`config.mk`:
```
export PLATFORM = sky130hd
export DESIGN_NAME = fetch_bus_ctrl
export DESIGN_NICKNAME = d
export VERILOG_FILES = /design/src/rtl/fetch_bus_ctrl.sv
export SDC_FILE = /design/constraint.sdc
export NUM_CORES = 1
export LEC_CHECK = 0
export ABC_AREA = 1
export CORE_MARGIN = 2
export CORE_UTILIZATION = 45
export DETAILED_ROUTE_END_ITERATION = 16
export GPL_TIMING_DRIVEN = 0
export PLACE_DENSITY = 0.82
export SKIP_LAST_GASP = 1
export SLEW_MARGIN = 20
export SYNTH_ARGS = -nofsm -noshare
export SYNTH_HDL_FRONTEND = slang
export SYNTH_SLANG_ARGS = --single-unit
```
`constraint.sdc`:
```
create_clock -name clk -period 3.4 [get_ports clk]
set_clock_uncertainty 0.2 [all_clocks]
set_input_delay 0.85 -clock clk [delete_from_list [all_inputs] [get_ports clk]]
set_output_delay 0.85 -clock clk [all_outputs]
set_load 0.02 [all_outputs]
```
`src/rtl/fetch_bus_ctrl.sv`:
```
//-----------------------------------------------------------------------------
// +-------------------------------------------------------------------------+
// | Module      : fetch_bus_ctrl                                            |
// | Description : Instruction-fetch bus master for the single-port ROM.     |
// |               Holds the PC, issues one active-low cs_/as_ read per      |
// |               instruction, captures the returned word into an           |
// |               instruction register with a valid/ready handshake,        |
// |               handles branch redirects, drops stale responses and       |
// |               flags bus timeouts with a sticky error.                   |
// | Revision    : 1.0 - initial release                                     |
// +-------------------------------------------------------------------------+
// Ports:
//   clk, reset            clock, synchronous active-high reset
//   fetch_en              1 = fetch continuously, 0 = finish access then idle
//   br_taken, br_addr     one-cycle redirect strobe and target
//   rom_cs_, rom_as_      ROM chip select / address strobe (active low)
//   rom_addr              ROM word address (always the current PC)
//   rom_rd_data, rom_rdy_ ROM read data, valid while rom_rdy_ is low
//   if_pc, if_insn        fetched instruction and its address
//   if_valid, id_ready    fetch-to-decode handshake
//   bus_err               sticky timeout flag, cleared only by reset
//-----------------------------------------------------------------------------
`default_nettype none

module fetch_bus_ctrl #(
  parameter int              ADDR_W   = 11,
  parameter int              DATA_W   = 32,
  parameter logic [ADDR_W-1:0] RESET_PC = '0,
  parameter int              TIMEOUT  = 16
) (
  input  logic              clk,
  input  logic              reset,
  input  logic              fetch_en,
  input  logic              br_taken,
  input  logic [ADDR_W-1:0] br_addr,
  output logic              rom_cs_,
  output logic              rom_as_,
  output logic [ADDR_W-1:0] rom_addr,
  input  logic [DATA_W-1:0] rom_rd_data,
  input  logic              rom_rdy_,
  output logic [ADDR_W-1:0] if_pc,
  output logic [DATA_W-1:0] if_insn,
  output logic              if_valid,
  input  logic              id_ready,
  output logic              bus_err
);

  localparam int                c_CNT_W   = $clog2(TIMEOUT);
  localparam logic [c_CNT_W-1:0] c_CNT_MAX = c_CNT_W'(TIMEOUT - 1);

  typedef enum logic [2:0] {
    S_IDLE = 3'd0,
    S_REQ  = 3'd1,
    S_WAIT = 3'd2,
    S_HOLD = 3'd3,
    S_ERR  = 3'd4
  } state_t;

  state_t              r_state,    w_state_nxt;
  logic [ADDR_W-1:0]   r_pc,       w_pc_nxt;
  logic [ADDR_W-1:0]   r_if_pc,    w_if_pc_nxt;
  logic [DATA_W-1:0]   r_if_insn,  w_if_insn_nxt;
  logic                r_if_valid, w_if_valid_nxt;
  logic                r_discard,  w_discard_nxt;
  logic [c_CNT_W-1:0]  r_cnt,      w_cnt_nxt;
  logic                r_bus_err,  w_bus_err_nxt;
  logic                w_drop;

  always_ff @(posedge clk) begin
    if (reset) begin
      r_state    <= S_IDLE;
      r_pc       <= RESET_PC;
      r_if_pc    <= '0;
      r_if_insn  <= '0;
      r_if_valid <= 1'b0;
      r_discard  <= 1'b0;
      r_cnt      <= '0;
      r_bus_err  <= 1'b0;
    end else begin
      r_state    <= w_state_nxt;
      r_pc       <= w_pc_nxt;
      r_if_pc    <= w_if_pc_nxt;
      r_if_insn  <= w_if_insn_nxt;
      r_if_valid <= w_if_valid_nxt;
      r_discard  <= w_discard_nxt;
      r_cnt      <= w_cnt_nxt;
      r_bus_err  <= w_bus_err_nxt;
    end
  end

  // A response arriving in the same cycle as a redirect belongs to the old
  // stream, so a live branch counts as a pending discard.
  assign w_drop = r_discard | br_taken;

  always_comb begin
    w_state_nxt    = r_state;
    w_pc_nxt       = r_pc;
    w_if_pc_nxt    = r_if_pc;
    w_if_insn_nxt  = r_if_insn;
    w_if_valid_nxt = r_if_valid;
    w_discard_nxt  = r_discard;
    w_cnt_nxt      = r_cnt;
    w_bus_err_nxt  = r_bus_err;

    case (r_state)
      S_IDLE: begin
        if (br_taken) begin
          w_pc_nxt       = br_addr;
          w_if_valid_nxt = 1'b0;
        end
        if (fetch_en) w_state_nxt = S_REQ;
      end

      S_REQ: begin
        w_state_nxt = S_WAIT;
        w_cnt_nxt   = '0;
        if (br_taken) begin
          w_pc_nxt       = br_addr;
          w_if_valid_nxt = 1'b0;
          w_discard_nxt  = 1'b1;
        end
      end

      S_WAIT: begin
        if (br_taken) begin
          w_pc_nxt       = br_addr;
          w_if_valid_nxt = 1'b0;
          w_discard_nxt  = 1'b1;
        end
        if (!rom_rdy_) begin
          if (w_drop) begin
            w_discard_nxt = 1'b0;
            w_state_nxt   = fetch_en ? S_REQ : S_IDLE;
          end else begin
            w_if_insn_nxt  = rom_rd_data;
            w_if_pc_nxt    = r_pc;
            w_if_valid_nxt = 1'b1;
            w_pc_nxt       = r_pc + 1'b1;
            w_state_nxt    = S_HOLD;
          end
        end else if (r_cnt == c_CNT_MAX) begin
          w_state_nxt   = S_ERR;
          w_bus_err_nxt = 1'b1;
        end else begin
          w_cnt_nxt = r_cnt + 1'b1;
        end
      end

      S_HOLD: begin
        // A redirect wins over the handshake: the held word is thrown away.
        if (br_taken) begin
          w_pc_nxt       = br_addr;
          w_if_valid_nxt = 1'b0;
          w_state_nxt    = fetch_en ? S_REQ : S_IDLE;
        end else if (r_if_valid && id_ready) begin
          w_if_valid_nxt = 1'b0;
          w_state_nxt    = fetch_en ? S_REQ : S_IDLE;
        end
      end

      S_ERR: begin
        w_if_valid_nxt = 1'b0;
      end

      default: begin
        w_state_nxt = S_IDLE;
      end
    endcase
  end

  assign rom_cs_  = (r_state != S_REQ);
  assign rom_as_  = (r_state != S_REQ);
  assign rom_addr = r_pc;
  assign if_pc    = r_if_pc;
  assign if_insn  = r_if_insn;
  assign if_valid = r_if_valid;
  assign bus_err  = r_bus_err;

endmodule

`default_nettype wire
```
# --- Word-level counts from Yosys, hierarchy flattened ---
# Cells that the tools add are included.
word_totals:
  reg_bits: 64
  out_inout_bits: 58
classes:
  add_sub_neg: 2
  n_eq_ne: 11
  n_mux: 25
  n_bitwise: 4
  reduce_logical: 12
op_table:
  columns: ["op", "count"]
  rows:
  - ["two-way mux 11 bit", 3]
  - ["one-hot mux 11 bit (2 select lines)", 1]
  - ["two-way mux 3 bit", 5]
  - ["one-hot mux 3 bit (5 select lines)", 1]
  - ["adder 11 x 1 -> 11 bit (second input constant)", 1]
  - ["two-way mux 1 bit", 9]
  - ["AND reduction 3 bit", 3]
  - ["two-way mux 4 bit", 2]
  - ["one-hot mux 4 bit (2 select lines)", 1]
  - ["== test 3 x 2 -> 1 bit (second input constant)", 2]
  - ["inequality test 2 bit (second input constant)", 3]
  - ["inequality test 3 bit (second input constant)", 2]
  - ["adder 4 x 1 -> 4 bit (second input constant)", 1]
  - ["== test 4 bit (second input constant)", 1]
  - ["one-hot mux 1 bit (4 select lines)", 1]
  - ["AND reduction 4 bit", 1]
  - ["nonzero test 2 bit", 2]
  - ["nonzero test 4 bit", 1]
  - ["== test 3 x 1 -> 1 bit (second input constant)", 1]
  - ["== test 3 bit (second input constant)", 1]
  - ["logical NOT 3 bit", 1]
  - ["inequality test 3 x 1 -> 1 bit (second input constant)", 1]
  - ["NOT 1 bit", 3]
  - ["OR reduction 3 bit", 1]
  - ["6 further kinds", 6]

# --- Logic depth before layout (Yosys ltp) ---
# Gate-level depths: netlist (run 1).
logic_depth:
  depth_word: 4
  depth_mapped: 9

# --- Worst setup path before layout (run 1) ---
# No wires, ideal clock.
synth_path:
  path_kind: "reg-to-output"
  start: "register r_state[2]"
  end: "output port rom_cs_"
  arrival_ns: 1.004
  required_ns: 2.350
  setup_slack_ns: 1.346
  path_stages_with_launch: 4
  path_cell_list: "dfxtp_1 > inv_2 > nand3_1 > buf_4"
synth_between:
  elab_chain_len: 1
synth_lines:
  columns: ["element", "line", "rtl"]
  rows:
  - ["start, declared", "59", "state_t r_state, w_state_nxt;"]
  - ["start signal, assigned", "80", "r_state <= w_state_nxt;"]
  - ["inequality test 3 x 1 -> 1 bit", null, null]
  - ["end, declared", "36", "output logic rom_cs_,"]
# No other way between the ends.

# --- Worst setup path in the final report (run 1) ---
layout_path:
  start: "register r_state[2]"
  end: "output port rom_cs_"
layout_between:
  elab_chain_len: 1
layout_lines:
  columns: ["element", "line", "rtl"]
  rows:
  - ["inequality test 3 x 1 -> 1 bit", "171", "assign rom_cs_ = (r_state != S_REQ);"]
# No other way between the ends.

==> results.rst, run 1 <==
.. list-table::
   :header-rows: 1

   * - Metric
     - Value
   * - Layout cell share with drive strength beyond 1
     - 6.61%
   * - H-tree depth
     - 3
   * - Clock insertion delay at the later pin of the skew report
     - 0.34 ns
   * - Hold-fix buffers at CTS
     - 0
   * - WL per Instance
     - 13.8 um
   * - Number of diodes
     - 0
   * - ANT nets after route
     - 0
   * - Least-Margin Pin Slew
     - 0.497 ns
   * - Buffer depth of the longest clock path
     - 2
   * - Post-synth net total
     - 444
   * - First-pass GRT wire length
     - 12800 um
   * - Clock input transition at the sequential cells of the worst setup and hold paths
     - 0.07 ns
   * - Part of the Yosys area used for sequential elements
     - 45.5%
   * - Category of the worst setup path capture point
     - primary output
   * - Design area
     - 4160 um^2
   * - Post-CTS Setup Repair Bufs
     - 0
   * - Flip-flop and latch count after synthesis
     - 64
   * - Upper clock frequency limit
     - 342 MHz
   * - Total die area
     - 6910 um^2
   * - Hold Crit Class
     - reg -> reg
   * - Critical path data required time
     - 2.35 ns
   * - Nets
     - 561
   * - Final number of hold-violating endpoints
     - 0
   * - Gr ovfl total
     - 0
   * - Arrival time worst endpoint
     - 1.87 ns
   * - TritonCTS Buffers
     - 9
   * - Initial Utilization
     - 47.0%
   * - Mean post-synth cell area
     - 7.17 um^2
   * - Max-slew violation count
     - 0
   * - DRC viols
     - 0
   * - Maximum number of pins on one net before global-route repair
     - 12
   * - Pwr/cell area
     - 521 nW/um^2
   * - Width of the chip
     - 83.1 um
   * - Total of endpoints with negative setup slack in the final report
     - 0
   * - Gates resized, CTS repair
     - 0
   * - Ratio of routed vias to standard cells
     - 5.28
   * - Via Count
     - 3107
   * - Leakage power figure
     - 1.61 nW
   * - Number of standard cells in the final layout excluding fillers
     - 589
   * - Max-Slew Margin vs Limit
     - 66.8%
   * - Total global-route track usage
     - 22.9%
   * - Post-synth cell types
     - 27
   * - Violation count after the first detailed-routing iteration
     - 183
   * - Cell count after synthesis
     - 393
   * - Standard cell area after detailed placement
     - 3970 um^2
   * - Cell at the root of the clock tree
     - sky130_fd_sc_hd__clkbuf_8
   * - Startpoint kind of the worst setup timing path
     - flip-flop
   * - Die H
     - 83.1 um
   * - Final RePlAce weighted congestion
     - 0.895
   * - Num ports
     - 107
   * - Worst ir drop on vdd
     - 0.332 mV
   * - Routed wire length
     - 8100 um
   * - Number of global-route vias before repair
     - 2717
   * - Fin Setup TNS
     - 0 ns
   * - Placeable core region
     - 5990 um^2
   * - Post-synthesis to final-layout area growth
     - 47.6%
   * - Post-Syn Area
     - 2820 um^2
   * - Number of violations of the max-capacitance limit
     - 0
   * - Number of antenna violations at the first check in global routing
     - 0
   * - Outcome
     - complete, no violations
   * - Total of warnings raised by yosys
     - 0
   * - Cell count after placement
     - 574
   * - Post-route clock period utilization
     - 86.0%
   * - Length of the first detailed-routing pass in iterations
     - 4
   * - Min Tclk post-route
     - 2.92 ns
   * - Post-DP HPWL
     - 5840 um
   * - Maximum fanout count along the critical path
     - 9
   * - Number of clock sinks seen by CTS
     - 64
   * - Placement row count
     - 28
   * - Quantity of I/O buffers inserted on ports
     - 106
   * - Clock tree from TritonCTS
     - done
   * - Setup CP Type
     - reg -> out
   * - Unrepaired setup endpoints after global routing
     - no
==> cell type report <==
class / instances / area [um^2]
tap: 75 / 93.8
multi-input combinational: 283 / 1330
buffer: 20 / 106
clock inverter: 6 / 61.3
timing repair buffer: 106 / 1060
sequential: 64 / 1280
inverter: 26 / 97.6
clock buffer: 9 / 124
fill: 480 / 1830
==> stage by stage <==
stage               total power (W)  utilization [%]  hold WS (ns)  setup slack, ns
floorplan                   0.00127                -         0.254             1.35
finish                      0.00217             69.4         0.282            0.477
global route                0.00227             69.4         0.303            0.364
global placement            0.00153             66.3         0.263            0.796
CTS                         0.00218             69.4         0.287            0.480
detailed placement          0.00154             66.3         0.265            0.765
==> cell usage in the layout (no fill, tap or decap), types with 2 or more instances in the layout <==
master / count
sky130_fd_sc_hd__o21a_1: 2
sky130_fd_sc_hd__nor2_2: 2
sky130_fd_sc_hd__inv_1: 24
sky130_fd_sc_hd__clkinv_2: 3
sky130_fd_sc_hd__a21oi_1: 34
sky130_fd_sc_hd__xnor2_1: 2
sky130_fd_sc_hd__nand3_1: 20
sky130_fd_sc_hd__nand2_1: 57
sky130_fd_sc_hd__dfxtp_1: 64
sky130_fd_sc_hd__clkbuf_2: 3
sky130_fd_sc_hd__clkdlybuf4s50_1: 106
sky130_fd_sc_hd__a31oi_1: 4
sky130_fd_sc_hd__buf_4: 5
sky130_fd_sc_hd__nor2_4: 2
sky130_fd_sc_hd__xor2_1: 4
sky130_fd_sc_hd__nand4_1: 3
sky130_fd_sc_hd__clkbuf_8: 9
sky130_fd_sc_hd__o21ai_0: 58
sky130_fd_sc_hd__nor2_1: 81
sky130_fd_sc_hd__ha_1: 2
sky130_fd_sc_hd__clkbuf_1: 10
sky130_fd_sc_hd__o21ai_1: 7
sky130_fd_sc_hd__inv_2: 2
==> critical path, cell delays in order, from the launching register on <==
cell	delay (ns)
sky130_fd_sc_hd__dfxtp_1	0.46
sky130_fd_sc_hd__inv_2	0.15
sky130_fd_sc_hd__nand3_1	0.21
sky130_fd_sc_hd__buf_4	0.14
sky130_fd_sc_hd__clkdlybuf4s50_1	0.59
==> power by group <==
group          internal [W]  switching [W]  leakage [nW]
clock              0.000331       0.000301        0.0948
sequential         0.000827      0.0000677         0.519
combinational      0.000290       0.000351          1.00
total               0.00145       0.000720          1.61
==> cells in the mapped netlist (all sizes together) <==
library cell  number  share of area (%)
a31oi              4               0.89
xor2               4                1.2
o21ai             65                 12
inv               26                3.5
dfxtp             64                 45
nor3               1               0.18
or2                1               0.22
nor2              85                 12
buf                7                1.9
ha                 2               0.89
nand4              3               0.67
a21oi             34                6.0
a211oi             1               0.27
o21a               2               0.53
nand3             21                4.2
clkbuf            13                1.9
xnor2              2               0.62
nand2             58                8.0
==> final timing paths <==
kind                                start  cells after the start                       end  slack (ns)
setup / recovery  r_state[2]$_SDFFE_PP0P_                      4                   rom_cs_        0.48
hold reg to reg   if_insn[0]$_SDFFE_PP0P_                      2   if_insn[0]$_SDFFE_PP0P_        0.28
setup reg to reg  r_state[1]$_SDFFE_PP0P_                      6  if_insn[19]$_SDFFE_PP0P_        1.65
hold / removal    if_insn[0]$_SDFFE_PP0P_                      2   if_insn[0]$_SDFFE_PP0P_        0.28
==> cell families after synthesis <==
kind of cell    count (synthesis)  share of synthesized area (%)
flops                          64                           45.5
fa+ha+maj                       2                          0.888
buf+inv                        46                           7.24
xor+xnor                        6                           1.86
compound gates                106                           19.3
simple gates                  169                           25.3
==> layer usage <==
metal  track usage [%]  part of all wire (%)
met5                 0                     0
met3              5.57                   8.1
met1              30.9                    44
met4              10.7                   2.4
met2              34.5                    45
==> state kept, by name (all words and copies together), names as in the netlist <==
signal and cells:
bus_err 1, if_insn 32, if_pc 11, if_valid 1, r_cnt 4, r_discard 1
r_state 3, rom_addr 11
Note: power is estimated with default switching activity, not from simulation.
==> inputs of run 2 (changes only) <==
GPL_TIMING_DRIVEN = unset   (was 0)
==> results.rst, run 2 (synthesis gave the netlist of run 1 again) <==
.. list-table::
   :header-rows: 1

   * - Metric
     - Value
   * - Outcome
     - complete, no violations
   * - Startpoint kind of the worst setup timing path
     - flip-flop
   * - Post-route clock period utilization
     - 89.2% (+3.2 points)
   * - Width of the chip
     - 83.1 um (unchanged)
   * - Total of endpoints with negative setup slack in the final report
     - 0 (unchanged)
   * - Hold Crit Depth
     - 2 (unchanged)
   * - Ratio of routed vias to standard cells
     - 5.19 (-1.7%)
   * - ANT nets after route
     - 0 (unchanged)
   * - Arrival time worst endpoint
     - 1.98 ns (+0.11 ns)
   * - Pwr/cell area
     - 531 nW/um^2 (+1.8%)
   * - Buffer depth of the longest clock path
     - 2 (unchanged)
   * - Length of the first detailed-routing pass in iterations
     - 5 (+1)
   * - Reg-to-Reg Start
     - r_state[2]$_SDFFE_PP0P_
   * - Layout cell share with drive strength beyond 1
     - 6.19% (-0.43 points)
   * - Commonest cells after routing, fill and taps aside
     - sky130_fd_sc_hd__clkdlybuf4s50_1, sky130_fd_sc_hd__nor2_1, sky130_fd_sc_hd__dfxtp_1, sky130_fd_sc_hd__o21ai_0, sky130_fd_sc_hd__nand2_1
   * - Max-slew violation count
     - 0 (unchanged)
   * - Total die area
     - 6910 um^2 (unchanged)
   * - Nets
     - 547 (-2.5%)
   * - Leakage power figure
     - 1.59 nW (-1.3%)
   * - Most common library cell in the layout ignoring fill and taps
     - sky130_fd_sc_hd__clkdlybuf4s50_1
   * - Number of diodes
     - 0 (unchanged)
   * - Violation count after the first detailed-routing iteration
     - 173 (-5.5%)
   * - Initial Utilization
     - 47.0% (unchanged)
   * - H-tree depth
     - 3 (unchanged)
   * - Maximum fanout count along the critical path
     - 18 (+9)
   * - Critical R2R Capture
     - if_pc[5]$_SDFFE_PP0P_
   * - Hold-fix buffers at CTS
     - 0 (unchanged)
   * - Worst min-delay path endpoint
     - if_pc[1]$_SDFFE_PP0P_
   * - Via Count
     - 2987 (-3.9%)
   * - Reg-to-reg setup timing slack
     - 1.26 ns (-0.39 ns)
   * - WL per Instance
     - 13.3 um (-3.3%)
   * - Number of global-route vias before repair
     - 2775 (+2.1%)
   * - Hold_sp
     - if_pc[1]$_SDFFE_PP0P_
   * - Num ports
     - 107 (unchanged)
   * - Critical path data required time
     - 2.35 ns (about the same)
   * - Placeable core region
     - 5990 um^2 (unchanged)
   * - Die H
     - 83.1 um (unchanged)
   * - Placement row count
     - 28 (unchanged)
   * - Routed wire length
     - 7660 um (-5.4%)
   * - Total global-route track usage
     - 22.3% (-0.55 points)
   * - Flip-flop count of the largest register, all copies and words added
     - 32 (unchanged)
   * - Fin Setup TNS
     - 0 ns (unchanged)
   * - Least-Margin Pin Slew
     - 0.451 ns (-0.0469 ns)
   * - Gates resized, CTS repair
     - 0 (unchanged)
   * - Final RePlAce weighted congestion
     - 0.962 (+7.5%)
   * - Clock insertion delay at the later pin of the skew report
     - 0.34 ns (about the same)
   * - Unrepaired setup endpoints after global routing
     - no
   * - First-pass GRT wire length
     - 12800 um (about the same)
   * - Clock tree from TritonCTS
     - done
   * - Worst ir drop on vdd
     - 0.312 mV (-6.2%)
   * - Gr ovfl total
     - 0 (unchanged)
   * - Min Tclk post-route
     - 3.03 ns (+0.109 ns)
   * - Minimum hold slack
     - 0.281 ns (-0.000918 ns)
   * - Max-Slew Margin vs Limit
     - 69.9% (+3.0 points)
   * - Upper clock frequency limit
     - 330 MHz (-3.6%)
   * - Post-DP HPWL
     - 5300 um (-9.2%)
   * - Post-synthesis to final-layout area growth
     - 46.1%
   * - Number of violations of the max-capacitance limit
     - 0 (unchanged)
   * - Final number of hold-violating endpoints
     - 0 (unchanged)
   * - DRC viols
     - 0 (unchanged)
   * - Hold Crit Class
     - reg -> reg
   * - Post-CTS Setup Repair Bufs
     - 0 (unchanged)
   * - Cell at the root of the clock tree
     - sky130_fd_sc_hd__clkbuf_8
   * - Category of the worst setup path capture point
     - primary output
   * - Quantity of I/O buffers inserted on ports
     - 106 (unchanged)
   * - Setup CP Type
     - reg -> out
   * - Number of antenna violations at the first check in global routing
     - 0 (unchanged)
   * - Worst r2r path cells
     - 7 (+1)
   * - TritonCTS Buffers
     - 9 (unchanged)
   * - Maximum number of pins on one net before global-route repair
     - 51 (+39)
   * - Number of clock sinks seen by CTS
     - 64 (unchanged)
   * - Clock input transition at the sequential cells of the worst setup and hold paths
     - 0.08 ns (about the same)
## run 2: cell count changes in the layout (fill, tap and decap cells not counted), sizes merged
cell      before  now
buf            7    6
clkbuf        22   11
clkinv         4    2
clkinvlp       1    2
## run 2: critical path: stages (launching register included)
cell	delay [ns]
sky130_fd_sc_hd__dfxtp_1	0.30
sky130_fd_sc_hd__buf_4	0.19
sky130_fd_sc_hd__inv_2	0.28
sky130_fd_sc_hd__nand3_1	0.27
sky130_fd_sc_hd__clkdlybuf4s50_1	0.60
## run 2: cell type report
type	instances	area, um^2
clock inverters	5	55.1
inverters	26	97.6
flip-flops and latches	64	1280
clock buffers	11	151
multi-input cells	283	1330
well taps	75	93.8
fillers	497	1870
repair buffers	112	1110
## run 2: worst max-delay path by stage
stage	start	cells past startpoint	to	slack, ns
floorplan	r_state[2]$_SDFFE_PP0P_	3	rom_cs_	1.35
global route	r_state[2]$_SDFFE_PP0P_	4	rom_cs_	0.29
finish	r_state[2]$_SDFFE_PP0P_	4	rom_as_	0.37
CTS	r_state[2]$_SDFFE_PP0P_	4	rom_as_	0.36
detailed placement	rom_rdy_	7	if_pc[5]$_SDFFE_PP0P_	0.53
global placement	rom_rdy_	7	if_insn[22]$_SDFFE_PP0P_	0.64
## run 2: layer usage
| metal | vias up | part of all wire, % | global-route usage (%) |
|---|---|---|---|
| met5 | - | 0 | 0 |
| li1 | 1496 | - | - |
| met3 | 12 | 8.2 | 5.27 |
| met2 | 139 | 45 | 35.5 |
| met1 | 1340 | 45 | 29.6 |
| met4 | 0 | 1.3 | 8.20 |
## run 2: power breakdown
group	switching (W)	internal (W)	leakage, nW
Combinational	0.000344	0.000278	0.973
Sequential	0.0000661	0.000827	0.519
Clock	0.000296	0.000376	0.101
Total	0.000705	0.00148	1.59
## run 2: metrics by stage
| step | cell area [um^2] | util, % | total power [W] | instances | worst slack [ns] |
|---|---|---|---|---|---|
| detailed placement | 3910 | 65.3 | 0.00153 | 560 | 0.525 |
| global placement | 3910 | 65.3 | 0.00151 | 560 | 0.637 |
| floorplan | 2820 | - | 0.00127 | 393 | 1.35 |
| CTS | 4120 | 68.7 | 0.00220 | 576 | 0.363 |
| global route | 4120 | 68.7 | 0.00230 | 576 | 0.291 |
| finish | 4120 | 68.7 | 0.00219 | 576 | 0.369 |
==> inputs of run 3 (changes only) <==
SETUP_SLACK_MARGIN = 0.2   (was unset)
==> results of run 3 <==
No change in the layout: final DEF, timing and power equal those of run 2.
